### src/rtl/inst_fifo_fetcher.sv
// inst_fifo_fetcher
//   Pulls instruction words from an upstream instruction FIFO into a small
//   in-order buffer of DEPTH entries. Each buffered word carries a sequence tag.
//   The tag comes from a free-running counter, which a flush leaves untouched
//   and a reset clears.
//   Optional build macro: INST_FETCH_NOP_FILTER_EN. When it is defined, the
//   canonical NOP (addi x0,x0,0 = 32'h00000013) is still read from the FIFO,
//   but it is dropped instead of buffered and does not consume a tag.
module inst_fifo_fetcher #(
   parameter int DEPTH = 4,
   parameter int SEQ_W = 16
) (
   input  logic             clock,
   input  logic             reset,
   input  logic             fetch_en,
   input  logic             flush,
   output logic             inst_fifo_rd,
   input  logic [31:0]      inst_fifo_rdata,
   output logic             out_valid,
   input  logic             out_ready,
   output logic [31:0]      out_inst,
   output logic [SEQ_W-1:0] out_seq,
   output logic [1:0]       fetch_state
);

   localparam int PTR_W = (DEPTH > 1) ? $clog2(DEPTH) : 1;
   localparam int CNT_W = $clog2(DEPTH) + 1;
   localparam logic [CNT_W-1:0] FULL = CNT_W'(DEPTH);

   typedef enum logic [1:0] {
      S_IDLE  = 2'd0,
      S_RUN   = 2'd1,
      S_FLUSH = 2'd2
   } state_t;

   typedef struct packed {
      logic [31:0]      inst;
      logic [SEQ_W-1:0] seq;
   } entry_t;

   state_t                 state, state_nxt;
   entry_t [DEPTH-1:0]     mem;
   logic   [PTR_W-1:0]     wr_ptr, rd_ptr;
   logic   [CNT_W-1:0]     count;
   logic   [SEQ_W-1:0]     seq_next;
   logic                   is_nop;
   logic                   push, pop;

`ifdef INST_FETCH_NOP_FILTER_EN
   assign is_nop = (inst_fifo_rdata == 32'h0000_0013);
`else
   assign is_nop = 1'b0;
`endif

   // A filtered NOP is still read from the FIFO, so the strobe is unaffected;
   // only the write into the buffer is suppressed.
   assign push = inst_fifo_rd & ~is_nop;
   assign pop  = out_valid & out_ready;

   // State register.
   always_ff @(posedge clock or posedge reset) begin
      if (reset) state <= S_IDLE;
      else       state <= state_nxt;
   end

   // Next-state logic; flush overrides every other transition.
   always_comb begin
      state_nxt = state;
      if (flush) begin
         state_nxt = S_FLUSH;
      end else begin
         case (state)
            S_IDLE:  if (fetch_en)  state_nxt = S_RUN;
            S_RUN:   if (!fetch_en) state_nxt = S_IDLE;
            S_FLUSH: state_nxt = S_IDLE;
            default: state_nxt = S_IDLE;
         endcase
      end
   end

   // FSM outputs. A read is allowed into a full buffer when the head leaves
   // in the same cycle.
   always_comb begin
      fetch_state  = state;
      inst_fifo_rd = 1'b0;
      if (state == S_RUN && fetch_en && !flush && (count < FULL || pop))
         inst_fifo_rd = 1'b1;
   end

   // Occupancy and pointers. A flush clears them and ignores any concurrent
   // traffic; push+pop leaves count alone even when the buffer is full.
   always_ff @(posedge clock or posedge reset) begin
      if (reset) begin
         wr_ptr <= '0;
         rd_ptr <= '0;
         count  <= '0;
      end else if (flush) begin
         wr_ptr <= '0;
         rd_ptr <= '0;
         count  <= '0;
      end else begin
         if (push) wr_ptr <= wr_ptr + 1'b1;
         if (pop)  rd_ptr <= rd_ptr + 1'b1;
         case ({push, pop})
            2'b10:   count <= count + 1'b1;
            2'b01:   count <= count - 1'b1;
            default: count <= count;
         endcase
      end
   end

   // Sequence tag counter; it survives flush so tags stay unique across flushes.
   always_ff @(posedge clock or posedge reset) begin
      if (reset)     seq_next <= '0;
      else if (push) seq_next <= seq_next + 1'b1;
   end

   // Entry storage. It is cleared on reset so the head reads zero while in reset.
   always_ff @(posedge clock or posedge reset) begin
      if (reset) begin
         for (int i = 0; i < DEPTH; i++) mem[i] <= '0;
      end else if (push) begin
         mem[wr_ptr] <= '{inst: inst_fifo_rdata, seq: seq_next};
      end
   end

   // Head presentation. A written entry is not bypassed to the output.
   always_comb begin
      out_valid = (count != '0);
      out_inst  = mem[rd_ptr].inst;
      out_seq   = mem[rd_ptr].seq;
   end

endmodule

### config.mk
export PLATFORM = sky130hd
export DESIGN_NAME = inst_fifo_fetcher
export DESIGN_NICKNAME = d
export VERILOG_FILES = /design/src/rtl/inst_fifo_fetcher.sv
export SDC_FILE = /design/constraint.sdc
export NUM_CORES = 1
export LEC_CHECK = 0
export ABC_AREA = 1
export CAP_MARGIN = 20
export CORE_ASPECT_RATIO = 0.5
export CORE_MARGIN = 5
export CORE_UTILIZATION = 55
export DETAILED_ROUTE_END_ITERATION = 6
export HOLD_SLACK_MARGIN = 0.03
export PLACE_DENSITY = 0.76
export SETUP_SLACK_MARGIN = 0.1
export SYNTH_ARGS = -nofsm -noshare
export SYNTH_HDL_FRONTEND = slang
export SYNTH_SLANG_ARGS = --single-unit
### constraint.sdc
create_clock -name clock -period 12 [get_ports clock]
set_input_delay 2.4 -clock clock [delete_from_list [all_inputs] [get_ports clock]]
set_output_delay 2.4 -clock clock [all_outputs]
set_load 0.05 [all_outputs]
; ---- Word-level counts from Yosys, hierarchy flattened
; Cells that the tools add are included.
[totals]
ff_bits = 217
input_bits = 37
output_inout_bits = 52
word_cells = 56
[op_classes]
n_addsub = 5
n_lt_le_gt_ge = 4
n_eq_ne = 5
n_mux = 16
bitwise = 1
reduce_logical = 12
[ops]
columns = op, n
row1 = bitwise mux 192 bit, 1
row2 = binary-select mux 48 bit (select 2 bit), 1
row3 = demux 48 bit (select 2 bit), 1
row4 = two-way mux 48 bit, 2
row5 = "adder 16 x 1 -> 16 bit, second input constant", 1
row6 = two-way mux 2 bit, 7
row7 = "less-than comparator 2 x 3 -> 1 bit, second input constant", 2
row8 = "!= test 3 bit, second input constant", 2
row9 = case mux 3 bit (2 select lines), 1
row10 = nonzero test 3 bit, 2
row11 = "adder 2 x 1 -> 2 bit, second input constant", 2
row12 = "== test 2 x 1 -> 1 bit, second input constant", 2
row13 = logical AND 1 bit, 4
row14 = case mux 2 bit (2 select lines), 1
row15 = nonzero test 2 bit, 2
row16 = "adder 3 x 1 -> 3 bit, second input constant", 1
row17 = "less-than comparator 3 bit, second input constant", 1
row18 = two-way mux 3 bit, 1
row19 = "subtractor 3 x 1 -> 3 bit, second input constant", 1
row20 = "== test 2 bit, second input constant", 1
row21 = "greater-or-equal comparator 2 x 1 -> 1 bit, second input constant", 1
row22 = zero test 2 bit, 1
row23 = AND reduction 2 bit, 1
row24 = bitwise AND 1 bit, 1
row25 = 3 further kinds, 3

; ---- Depth between registers and ports, before layout
[depth]
word_depth = 8
ltp_mapped = 12
depth_no_buf = 12

; ---- Least setup slack after synthesis
; OpenSTA, ideal clock, no wires.
[synth_path]
path_type = in2out
start = in flush
end = out inst_fifo_rd
arrival_time_ps = 3292
required_time_ps = 9600
path_slack_ps = 6308
path_stages = 6
n_path_buf = 3
cell_sequence = buf_6 nor2_4 nand2_2 nor2_8 buf_4 buf_4
[synth_via]
elab_chain_len = 4
[synth_rtl]
columns = item, line
row1 = from (decl), 16  ; input logic flush,
row2 = zero test 1 bit, 86  ; if (state == S_RUN && fetch_en && !flush && (count < FULL || pop))
row3 = logical AND 1 bit (2 in a row), 86
row4 = two-way mux 1 bit, 86
row5 = to (decl), 17  ; output logic inst_fifo_rd,
; Every way passes these cells.

; ---- Worst setup path in the final report
; Ends and elaborated chain as after synthesis.

==> impl_metrics.py <==
metrics = {
    "run_status": {
        "status": "completed",
    },
    "clock_tree": {
        "cts_setup_buffers": 0,
        "htreeDepth": 1,
        "clkTransAtPathRegs_ns": 0.07,
        "cts_resized": 0,
        "cts_tree": "built",
        "cts-root-buf": "clkbuf_16",
        "clock_latency_ns": 0.49,
        "clock-sinks": 217,
        "cts_buffers": 20,
        "cts_buffer_depth": 3,
        "hold_buffers": 0,
    },
    "finish": {
        "post-route-util_pct": 64.37,
        "fin_area_sq_um": 11170,
        "fin_cells": 1411,
        "area_growth_pct": 15.05,
        "fin_nets": 1207,
        "diodes": 0,
        "drive_gt1_share_pct": 3.738,
    },
    "sta": {
        "tns_ns": 0,
        "setup_viol": 0,
        "hold_ws_ns": 0.4840,
        "clock_skew_ns": 0.01340,
        "fin_ws_ns": 5.077,
        "period_needed_ns": 6.923,
        "fmax_ghz": 0.1445,
        "finalHoldViolCount": 0,
        "worst_pin_slew_ns": 1.083,
        "slew_headroom_pct": 27.82,
        "slew_viol_final": 0,
        "fin_crit_sh_pct": 57.69,
        "rsz0062_at_grt": "false",
    },
    "synthesis": {
        "ys_warn_count": 0,
        "avgSynthCellArea_sq_um": 8.656,
        "syn_nets": 1165,
        "ys_types": 27,
        "yosys.area.top_type_share_pct": 55.91,
        "synthCells": 1122,
        "ys_seq_area_share_pct": 55.91,
        "synthTopCellsByArea": "dfrtp_1 56%, nand2_1 9.9%, o21ai_1 8.2%, o21ai_0 7.1%, nor2_1 4.6%",
        "syn-cell-area_sq_um": 9712,
        "ys_seq_elements": 217,
        "yosysTopAreaCell": "dfrtp_1",
    },
    "floorplan": {
        "start_util_pct": 55.95,
        "rows": 34,
        "die_w_microns": 197.9,
        "io_pins": 89,
        "core_sq_um": 17360,
        "dieArea_sq_um": 20580,
        "die-height_microns": 104.0,
    },
    "route": {
        "drc_errors": 0,
        "totalWireLength_microns": 22040,
        "ant_nets": 0,
        "drt_iter0_markers": 630,
        "dr.pass1.iters": 5,
        "via_per_inst": 5.527,
        "vias": 7799,
        "routedWlPerCell_microns": 15.62,
    },
    "setup_path": {
        "start_kind": "input port",
        "cp_common_cell": "clkdlybuf4s50_1",
        "path_class": "in2out",
        "crit_fanout": 25,
        "critPathArrivalTime_ns": 4.52,
        "cp_cell_sequence": "clkdlybuf4s50_1 > nor2_4 > nand2_2 > nor2_8 > clkdlybuf4s50_1",
        "max_stage_delay_ns": 0.89,
        "slowest_stage": "clkdlybuf4s50_1",
        "end_kind": "output pin",
        "critPathRequiredTime_ns": 9.60,
    },
    "power": {
        "p_total_mw": 2.309,
        "swShare_pct": 38.91,
        "p_comb_share_pct": 36.9,
        "intPower_mw": 1.411,
        "pwr-share-seq_pct": 36.0,
        "peakVddDrop_mv": 0.1034,
        "leakage_nw": 5.237,
        "power.switching_mw": 0.8986,
        "powerDensity_nw_per_um2": 206.7,
        "pwr-share-clk_pct": 27.2,
    },
    "placement": {
        "dpl_cell_area_sq_um": 10450,
        "dp.cells": 1373,
        "place_congestion": 0.8375,
        "hpwl_microns": 12080,
        "dp_slack_ns": 5.074,
        "port_buffers": 88,
    },
    "global_routing": {
        "grt_max_degree": 140,
        "grt_pass1_vias": 7776,
        "grt_pass1_wl_microns": 38100,
        "antenna_found_initial": 0,
        "overflow": 0,
        "grt_use_total_pct": 21.85,
    },
    "min_path": {
        "hold_class": "reg2reg",
    },
    "job": {
        "cap_violations": 0,
    },
}
==> worst paths after layout <==
| check | startpoint | to | slack (ns) | depth (start not counted) |
|---|---|---|---|---|
| setup / recovery | flush | inst_fifo_rd | 5.08 | 5 |
| hold / removal | mem[143] | mem[143] | 0.48 | 2 |
| setup reg to reg | count[2] | count[2] | 9.71 | 10 |
| hold reg to reg | mem[143] | mem[143] | 0.48 | 2 |
| max in group asynchronous | reset | mem[133] | 8.40 | 4 |
| min in group asynchronous | reset | fetch_state[1] | 2.46 | 2 |
==> cells in the mapped netlist <==
cell,count
a21oi_1,1
inv_1,63
fa_1,1
nand2_1,257
clkinv_1,1
o31ai_1,1
xor2_1,9
nand4_1,7
nor2_4,1
dfrtp_1,217
nand3_1,9
nand3b_1,1
buf_1,1
buf_6,21
nand2_4,4
ha_1,5
nor3_1,1
o21ai_1,160
nor2_8,1
nand2_2,1
o22ai_1,48
clkbuf_1,32
o21ai_0,138
buf_2,19
nor2_1,120
buf_4,2
nor2_2,1
==> cell families (layout without fill, tap and decap cells) <==
kind of cell / Yosys count / in the layout / share of synthesized area (%)
buffers and inverters: 139 / 194 / 7.318
flip-flops: 217 / 217 / 55.91
AND/OR/NAND/NOR: 403 / 403 / 16.53
XOR/XNOR: 9 / 9 / 0.8117
AO/OA/AOI/OAI: 348 / 348 / 18.58
adder cells (fa/ha/maj): 6 / 6 / 0.8503
==> flip-flops by register name (all words and copies together), names as in the netlist <==
| name | flops |
|---|---|
| fetch_state | 2 |
| count | 3 |
| wr_ptr | 2 |
| rd_ptr | 2 |
| mem | 192 |
| seq_next | 16 |
==> layout make-up <==
| type | instances | area (sq um) |
|---|---|---|
| clock inverter | 2 | 46.29 |
| timing repair buffer | 95 | 993.5 |
| clock buffer | 33 | 590.6 |
| fill | 1444 | 6183 |
| tap | 234 | 292.8 |
| multi-input combinational | 766 | 3571 |
| sequential | 217 | 5431 |
| inverter | 64 | 247.7 |
==> power groups by stage <==
| stage | Combinational, mW | Clock (mW) | Sequential (mW) |
|---|---|---|---|
| CTS | 0.854 | 0.638 | 0.830 |
| global route | 0.912 | 0.671 | 0.839 |
| finish | 0.851 | 0.628 | 0.831 |
| floorplan | 0.592 | 0 | 0.835 |
| detailed placement | 0.849 | 0 | 0.843 |
| global placement | 0.840 | 0 | 0.841 |
==> layer usage <==
| layer | wire length [microns] | up-vias | part of all wire (%) | GRT usage (%) |
|---|---|---|---|---|
| met2 | 10360 | 209 | 47 | 35.85 |
| met4 | 454 | 0 | 2.1 | 6.287 |
| li1 | - | 3792 | - | - |
| met5 | 0 | - | 0 | 0 |
| met3 | 1130 | 41 | 5.1 | 3.333 |
| met1 | 10090 | 3757 | 46 | 30.44 |
==> critical path: cells and delay by family <==
| kind | cells | cell delay [ns] |
|---|---|---|
| buffers and inverters | 2 | 1.47 |
| AND/OR/NAND/NOR | 3 | 0.63 |
==> placed cells by master (no fill, tap or decap), drive strengths merged <==
| master | netlist | final |
|---|---|---|
| o22ai | 48 | 48 |
| o31ai | 1 | 1 |
| nand3b | 1 | 1 |
| dfrtp | 217 | 217 |
| bufinv | 0 | 1 |
| clkbuf | 32 | 33 |
| nand4 | 7 | 7 |
| ha | 5 | 5 |
| nor2 | 123 | 123 |
| xor2 | 9 | 9 |
| nand3 | 9 | 9 |
| a21oi | 1 | 1 |
| nor3 | 1 | 1 |
| inv | 63 | 64 |
| clkdlybuf4s50 | 0 | 88 |
| clkinv | 1 | 1 |
| fa | 1 | 1 |
| o21ai | 298 | 298 |
| nand2 | 262 | 262 |
| buf | 43 | 7 |
No activity file was read; power rests on OpenSTA's default activity.
